[src/rtl/mem_arbiter_if.sv]
// Bundle of fetch, load/store and memory-port signals around mem_arbiter.
// master: requesters plus memory model side; slave: the arbiter itself.
interface mem_arbiter_if #(
    parameter int unsigned ADDR_W = 32,
    parameter int unsigned DATA_W = 32
);
    logic              if_rd_req;
    logic [ADDR_W-1:0] if_rd_addr;
    logic [DATA_W-1:0] if_rd_data;
    logic              if_rd_ack;

    logic              ls_req;
    logic              ls_we;
    logic [ADDR_W-1:0] ls_addr;
    logic [DATA_W-1:0] ls_wr_data;
    logic [DATA_W-1:0] ls_rd_data;
    logic              ls_ack;

    logic [ADDR_W-1:0] mem_rd_addr;
    logic              mem_rd_addr_valid;
    logic [DATA_W-1:0] mem_rd_data;
    logic              mem_rd_ack;
    logic [ADDR_W-1:0] mem_wr_addr;
    logic [DATA_W-1:0] mem_wr_data;
    logic              mem_wr_data_valid;
    logic              mem_wr_ack;

    logic              bus_err;

    modport master (
        output if_rd_req, if_rd_addr, ls_req, ls_we, ls_addr, ls_wr_data,
               mem_rd_data, mem_rd_ack, mem_wr_ack,
        input  if_rd_data, if_rd_ack, ls_rd_data, ls_ack, mem_rd_addr, mem_rd_addr_valid,
               mem_wr_addr, mem_wr_data, mem_wr_data_valid, bus_err
    );

    modport slave (
        input  if_rd_req, if_rd_addr, ls_req, ls_we, ls_addr, ls_wr_data,
               mem_rd_data, mem_rd_ack, mem_wr_ack,
        output if_rd_data, if_rd_ack, ls_rd_data, ls_ack, mem_rd_addr, mem_rd_addr_valid,
               mem_wr_addr, mem_wr_data, mem_wr_data_valid, bus_err
    );
endinterface

[src/rtl/mem_arbiter.sv]
// Shares one memory port between fetch and load/store, one transaction at a time.
// Define MEM_ARB_RR_EN for round-robin tie-breaking; default is fixed LS-over-IF priority.
module mem_arbiter #(
    parameter int unsigned ADDR_W  = 32,
    parameter int unsigned DATA_W  = 32,
    parameter int unsigned TIMEOUT = 16
) (
    input logic          clk,
    input logic          reset,
    mem_arbiter_if.slave bus
);
    typedef enum logic [2:0] {StIdle, StIfRd, StLsRd, StLsWr, StResp} state_e;

    localparam logic [7:0] WaitMax = 8'(TIMEOUT - 1);

    state_e            state_q;
    logic [7:0]        wait_q;
    logic [ADDR_W-1:0] addr_q;
    logic [DATA_W-1:0] wdata_q;
    logic              if_ack_q;
    logic              ls_ack_q;
    logic              err_q;
    logic [DATA_W-1:0] if_data_q;
    logic [DATA_W-1:0] ls_data_q;
    logic              grant_ls;
    logic              ack_hit;

`ifdef MEM_ARB_RR_EN
    logic last_ls_q;

    // On a tie, grant whoever did not win last time.
    always_comb begin
        grant_ls = bus.ls_req;
        if (bus.ls_req && bus.if_rd_req) grant_ls = !last_ls_q;
    end
`else
    assign grant_ls = bus.ls_req;
`endif

    // Only the ack matching the current grant state counts; stray acks are ignored.
    assign ack_hit = ((state_q == StIfRd || state_q == StLsRd) && bus.mem_rd_ack) ||
                     (state_q == StLsWr && bus.mem_wr_ack);

    always_ff @(posedge clk or posedge reset) begin
        if (reset) begin
            state_q   <= StIdle;
            wait_q    <= '0;
            addr_q    <= '0;
            wdata_q   <= '0;
            if_ack_q  <= 1'b0;
            ls_ack_q  <= 1'b0;
            err_q     <= 1'b0;
            if_data_q <= '0;
            ls_data_q <= '0;
`ifdef MEM_ARB_RR_EN
            last_ls_q <= 1'b0;
`endif
        end else begin
            if_ack_q  <= 1'b0;
            ls_ack_q  <= 1'b0;
            err_q     <= 1'b0;
            if_data_q <= '0;
            ls_data_q <= '0;
            unique case (state_q)
                StIdle: begin
                    if (bus.ls_req || bus.if_rd_req) begin
                        wait_q <= '0;
`ifdef MEM_ARB_RR_EN
                        last_ls_q <= grant_ls;
`endif
                        if (grant_ls) begin
                            addr_q  <= bus.ls_addr;
                            wdata_q <= bus.ls_wr_data;
                            state_q <= bus.ls_we ? StLsWr : StLsRd;
                        end else begin
                            addr_q  <= bus.if_rd_addr;
                            state_q <= StIfRd;
                        end
                    end
                end
                StIfRd, StLsRd, StLsWr: begin
                    if (ack_hit || wait_q == WaitMax) begin
                        // Timeout completes the request with bus_err and zero data.
                        state_q <= StResp;
                        err_q   <= !ack_hit;
                        if (state_q == StIfRd) begin
                            if_ack_q <= 1'b1;
                            if (ack_hit) if_data_q <= bus.mem_rd_data;
                        end else begin
                            ls_ack_q <= 1'b1;
                            if (ack_hit && state_q == StLsRd) ls_data_q <= bus.mem_rd_data;
                        end
                    end else begin
                        wait_q <= wait_q + 8'd1;
                    end
                end
                StResp:  state_q <= StIdle;
                default: state_q <= StIdle;
            endcase
        end
    end

    assign bus.if_rd_ack         = if_ack_q;
    assign bus.if_rd_data        = if_data_q;
    assign bus.ls_ack            = ls_ack_q;
    assign bus.ls_rd_data        = ls_data_q;
    assign bus.bus_err           = err_q;
    assign bus.mem_rd_addr       = addr_q;
    assign bus.mem_wr_addr       = addr_q;
    assign bus.mem_wr_data       = wdata_q;
    assign bus.mem_rd_addr_valid = (state_q == StIfRd || state_q == StLsRd) && !bus.mem_rd_ack;
    assign bus.mem_wr_data_valid = (state_q == StLsWr) && !bus.mem_wr_ack;
endmodule

[src/flat_wrapper.sv]
// flat-port wrapper written by rule: the top's interface ports become plain ports
module mem_arbiter_flat 
#(
    parameter int unsigned ADDR_W  = 32,
    parameter int unsigned DATA_W  = 32,
    parameter int unsigned TIMEOUT = 16
)
  (clk, reset, bus_if_rd_req, bus_if_rd_addr, bus_ls_req, bus_ls_we, bus_ls_addr, bus_ls_wr_data, bus_mem_rd_data, bus_mem_rd_ack, bus_mem_wr_ack, bus_if_rd_data, bus_if_rd_ack, bus_ls_rd_data, bus_ls_ack, bus_mem_rd_addr, bus_mem_rd_addr_valid, bus_mem_wr_addr, bus_mem_wr_data, bus_mem_wr_data_valid, bus_bus_err);
  mem_arbiter_if #(.ADDR_W(ADDR_W), .DATA_W(DATA_W)) bus_i ();
  input logic clk;
  input logic reset;
  input wire logic [$bits(bus_i.if_rd_req)-1:0] bus_if_rd_req;
  input wire logic [$bits(bus_i.if_rd_addr)-1:0] bus_if_rd_addr;
  input wire logic [$bits(bus_i.ls_req)-1:0] bus_ls_req;
  input wire logic [$bits(bus_i.ls_we)-1:0] bus_ls_we;
  input wire logic [$bits(bus_i.ls_addr)-1:0] bus_ls_addr;
  input wire logic [$bits(bus_i.ls_wr_data)-1:0] bus_ls_wr_data;
  input wire logic [$bits(bus_i.mem_rd_data)-1:0] bus_mem_rd_data;
  input wire logic [$bits(bus_i.mem_rd_ack)-1:0] bus_mem_rd_ack;
  input wire logic [$bits(bus_i.mem_wr_ack)-1:0] bus_mem_wr_ack;
  output wire logic [$bits(bus_i.if_rd_data)-1:0] bus_if_rd_data;
  output wire logic [$bits(bus_i.if_rd_ack)-1:0] bus_if_rd_ack;
  output wire logic [$bits(bus_i.ls_rd_data)-1:0] bus_ls_rd_data;
  output wire logic [$bits(bus_i.ls_ack)-1:0] bus_ls_ack;
  output wire logic [$bits(bus_i.mem_rd_addr)-1:0] bus_mem_rd_addr;
  output wire logic [$bits(bus_i.mem_rd_addr_valid)-1:0] bus_mem_rd_addr_valid;
  output wire logic [$bits(bus_i.mem_wr_addr)-1:0] bus_mem_wr_addr;
  output wire logic [$bits(bus_i.mem_wr_data)-1:0] bus_mem_wr_data;
  output wire logic [$bits(bus_i.mem_wr_data_valid)-1:0] bus_mem_wr_data_valid;
  output wire logic [$bits(bus_i.bus_err)-1:0] bus_bus_err;
  assign bus_i.if_rd_req = bus_if_rd_req;
  assign bus_i.if_rd_addr = bus_if_rd_addr;
  assign bus_i.ls_req = bus_ls_req;
  assign bus_i.ls_we = bus_ls_we;
  assign bus_i.ls_addr = bus_ls_addr;
  assign bus_i.ls_wr_data = bus_ls_wr_data;
  assign bus_i.mem_rd_data = bus_mem_rd_data;
  assign bus_i.mem_rd_ack = bus_mem_rd_ack;
  assign bus_i.mem_wr_ack = bus_mem_wr_ack;
  assign bus_if_rd_data = bus_i.if_rd_data;
  assign bus_if_rd_ack = bus_i.if_rd_ack;
  assign bus_ls_rd_data = bus_i.ls_rd_data;
  assign bus_ls_ack = bus_i.ls_ack;
  assign bus_mem_rd_addr = bus_i.mem_rd_addr;
  assign bus_mem_rd_addr_valid = bus_i.mem_rd_addr_valid;
  assign bus_mem_wr_addr = bus_i.mem_wr_addr;
  assign bus_mem_wr_data = bus_i.mem_wr_data;
  assign bus_mem_wr_data_valid = bus_i.mem_wr_data_valid;
  assign bus_bus_err = bus_i.bus_err;
  mem_arbiter #(.ADDR_W(ADDR_W), .DATA_W(DATA_W), .TIMEOUT(TIMEOUT)) u_core (.clk(clk), .reset(reset), .bus(bus_i));
endmodule
[config.mk]
export PLATFORM = sky130hd
export DESIGN_NAME = mem_arbiter_flat
export DESIGN_NICKNAME = d
export VERILOG_FILES = /design/src/rtl/mem_arbiter_if.sv /design/src/rtl/mem_arbiter.sv /design/src/flat_wrapper.sv
export SDC_FILE = /design/constraint.sdc
export NUM_CORES = 1
export LEC_CHECK = 0
export ABC_AREA = 1
export ABC_CLOCK_PERIOD_IN_PS = 4800
export BUFFER_PORTS_ARGS = -buffer_cell sky130_fd_sc_hd__buf_4
export CAP_MARGIN = 20
export CELL_PAD_IN_SITES_DETAIL_PLACEMENT = 0
export CELL_PAD_IN_SITES_GLOBAL_PLACEMENT = 1
export CORE_ASPECT_RATIO = 0.75
export CORE_UTILIZATION = 31
export CTS_CLUSTER_DIAMETER = 60
export CTS_CLUSTER_SIZE = 16
export DETAILED_ROUTE_END_ITERATION = 10
export PLACE_DENSITY = 0.8
export SLEW_MARGIN = 10
export SYNTH_ARGS = -nofsm -noshare
export SYNTH_HDL_FRONTEND = slang
export SYNTH_SLANG_ARGS = --single-unit
[constraint.sdc]
create_clock -name clk -period 4.8 [get_ports clk]
set_input_delay 1.2 -clock clk [delete_from_list [all_inputs] [get_ports clk]]
set_output_delay 1.2 -clock clk [all_outputs]
set_load 0.01 [all_outputs]
==> results.ini <==
[critical_path]
cp_common_cell=buf_4
path_max_fanout=2
worstPathCellList=buf_4 > nor3_1 > buf_4
crit_arrival_ns=1.62
cp_num_buf_inv=2
required_ns=3.60
crit_path_max_incr_delay_ns=0.16
start_kind=input pin
slowest_stage=nor3_1
path_class=input pin to output port
worst_setup_path_end_kind=output port
crit_family=buffers and inverters

[cts]
clk_pin_slew_ns=0.06
clk_latency_ns=0.41
cts_hold_repair.buffers=0
cts_buffer_depth=2
numCtsBuffers=17
cts.repair.resized=0
clkSinkCount=142
h-tree-depth=4
root_buffer=clkbuf_16
cts_setup_buffers=0
cts_tree=built

[sta]
drv_slew=0
period_needed_ns=2.82
relSlewSlack_pct=33.3
skew_ns=0.0124
fin_crit_sh_pct=58.7
rsz0062_at_grt=no
worst_pin_slew_ns=0.997
max_freq_ghz=0.355
worst_slack_ns=1.98
finalHoldViolCount=0
setup_violations=0
finalSetupTns_ns=0

[grt]
busiest_layer=met2
grt_pass1_vias=4583
grt_util_met3_pct=4.81
grtUsageMet1_pct=20.3
antenna_found_initial=0
grtUsageMet2_pct=24.8
grt_usage_pct=15.6
grt_max_degree=143
grt_overflow_total=0
grt_pass1_wl_um=25200

[synthesis]
seq_area_frac_synth_pct=56.7
synthesis.area_mm2=0.00626
syn_nets=695
avgSynthCellArea_um2=11.2
synth_cell_types=31
synth_warnings=0
ys_ff_latch=142
syn_inst=559

[outcome]
violations=design-rule violations
run_status=finished with violations

[power_and_ir_drop]
p_leak_nw=4.80
irDropWorstVdd_uv=285
pwr_density_cell_mw_per_mm2=606
power.total_mw=5.51

[layout]
multiInputGateArea_mm2=0.00210
layout-drive-gt1-share_pct=53.4
fin_util_pct=46.3
area_delta_synth_final_pct=44.9
regArea_mm2=0.00355
nFillCells=1815
fin_nets=958
diodes=0

[floorplanning]
num_rows=44
die_w_um=166
start_util_pct=32.0
fp.dieH_um=125
die_area_mm2=0.0208
core_area_mm2=0.0196
io_pins=300

[drt]
finalWirelength_um=15900
via_count=4673
avgViaCountPerCell=4.30
postRouteAntennaNets=0
firstDrtPassIters=7
initialDrtViolationCount=297
drc_errors=22
wire_per_inst_um=14.6

[worst_hold_path]
hold_path.class=flip-flop to flip-flop

[flow_run]
cap_violations=0

[placed_design]
dp_worst_setup_slack_ns=1.94
gp_congestion=0.726
hpwl_um=11100
port_buffers=299

==> cell families (layout without fill, tap and decap cells) <==
logic type / count (synthesis) / after routing / synth area share (%)
AO/OA/AOI/OAI: 33 / 33 / 6.49
adder cells (fa/ha/maj): 1 / 1 / 0.200
flip-flops: 142 / 142 / 56.7
AND/OR/NAND/NOR: 240 / 240 / 19.0
buffers and inverters: 109 / 385 / 9.79
multiplexers: 32 / 32 / 7.49
XOR/XNOR: 2 / 2 / 0.280
==> per-stage QoR <==
stage / area, um^2 / hold WS [ns] / std cells
6_report: 9080 / 0.510 / 1088
5_1_grt: 9080 / 0.521 / 1088
4_1_cts: 9080 / 0.510 / 1088
3_5_place_dp: 8470 / 0.495 / 1056
3_3_place_gp: 8470 / 0.490 / 1056
2_1_floorplan: 6270 / 0.491 / 559
==> area by class of cell <==
| cell class | count | share of cell area [%] |
|---|---|---|
| flip-flops and latches | 142 | 39.1 |
| multi-input cells | 308 | 23.1 |
| clock buffers | 17 | 4.69 |
| well taps | 253 | 3.49 |
| clock inverters | 15 | 2.08 |
| repair buffers | 303 | 25.3 |
| inverters | 50 | 2.15 |
==> worst reg2reg max path: stages, from the launching register on <==
cell,delay (ns)
dfrtp_1,0.50
nand2_1,0.17
nand4_2,0.16
nand2_2,0.07
inv_2,0.66
nand2_1,0.20
nand3_1,0.13
inv_1,0.04
==> worst paths after layout <==
path / startpoint / endpoint / slack, ns / cells after the start
min in group asynchronous: reset / u_core.bus.mem_wr_data[31]$_DFFE_PP0P_ / 1.00 / 3
setup / recovery: bus_mem_wr_ack / bus_mem_wr_data_valid / 1.98 / 3
hold / removal: u_core.bus.mem_wr_data[31]$_DFFE_PP0P_ / u_core.bus.mem_wr_data[31]$_DFFE_PP0P_ / 0.51 / 1
hold reg to reg: u_core.bus.mem_wr_data[31]$_DFFE_PP0P_ / u_core.bus.mem_wr_data[31]$_DFFE_PP0P_ / 0.51 / 1
max in group asynchronous: reset / u_core.bus.if_rd_data[13]$_DFF_PP0_ / 3.21 / 3
setup reg to reg: u_core.state_q[0]$_DFFE_PP0P_ / u_core.bus.if_rd_ack$_DFF_PP0_ / 2.77 / 7
==> cell usage after synthesis, drive strengths merged <==
cell type | n | share of area, %
nor3b | 3 | 0.36
nor3 | 35 | 5.2
xor2 | 1 | 0.14
inv | 49 | 3.0
o21ai | 1 | 0.26
ha | 1 | 0.20
dfrtp | 142 | 57
xnor2 | 1 | 0.14
nand4 | 2 | 0.54
clkbuf | 6 | 0.36
mux2 | 32 | 7.5
nand2 | 75 | 4.9
buf | 53 | 6.4
nor2 | 109 | 6.7
o31ai | 32 | 6.2
nand3 | 16 | 1.4
clkinv | 1 | 0.080
==> registers in the layout, indices dropped and copies added, names as in the netlist <==
| register | count |
|---|---|
| u_core.bus.bus_err | 1 |
| u_core.bus.if_rd_ack | 1 |
| u_core.bus.if_rd_data | 32 |
| u_core.state_q | 3 |
| u_core.bus.mem_rd_addr | 32 |
| u_core.wait_q | 8 |
| u_core.bus.ls_rd_data | 32 |
| u_core.bus.mem_wr_data | 32 |
| u_core.bus.ls_ack | 1 |
==> power breakdown <==
part	leakage, nW	total [mW]	internal (mW)	switching (mW)
Clock	0.296	1.38	0.794	0.587
Sequential	1.84	1.84	1.57	0.269
Combinational	2.66	2.29	1.15	1.14
Total	4.80	5.51	3.51	2.00
==> layer usage <==
layer | up-vias | routed length, um
met5 | - | 0
met2 | 210 | 7200
li1 | 2278 | -
met4 | 0 | 156
met1 | 2174 | 6970
met3 | 11 | 1520
==> cells in the final DEF (no fill, tap or decap) <==
| cell type | synthesis | routed |
|---|---|---|
| inv_6 | 0 | 5 |
| nor2_1 | 107 | 107 |
| clkinvlp_4 | 0 | 3 |
| mux2_4 | 29 | 29 |
| o31ai_2 | 30 | 30 |
| inv_2 | 3 | 3 |
| xnor2_1 | 1 | 1 |
| buf_4 | 35 | 301 |
| clkinv_4 | 0 | 1 |
| nand4_4 | 1 | 1 |
| nor3b_1 | 3 | 3 |
| bufinv_16 | 0 | 2 |
| buf_12 | 0 | 2 |
| nand2_2 | 4 | 5 |
| o31ai_1 | 2 | 2 |
| xor2_1 | 1 | 1 |
| nor2_2 | 1 | 1 |
| clkinv_2 | 1 | 1 |
| dfrtp_1 | 142 | 142 |
| nor3_2 | 30 | 30 |
| clkbuf_16 | 0 | 17 |
| inv_4 | 1 | 1 |
| nand2_1 | 69 | 68 |
| nand4_2 | 1 | 1 |
| o21ai_4 | 1 | 1 |
| nor2_4 | 1 | 1 |
| inv_1 | 45 | 44 |
| nand3_1 | 15 | 15 |
| nand3_2 | 1 | 1 |
| nand2_4 | 2 | 2 |
| inv_8 | 0 | 4 |
| nor3_1 | 5 | 5 |
| ha_1 | 1 | 1 |
| clkinv_8 | 0 | 1 |
| mux2_2 | 3 | 3 |
Power figures use the tool's default switching activity.
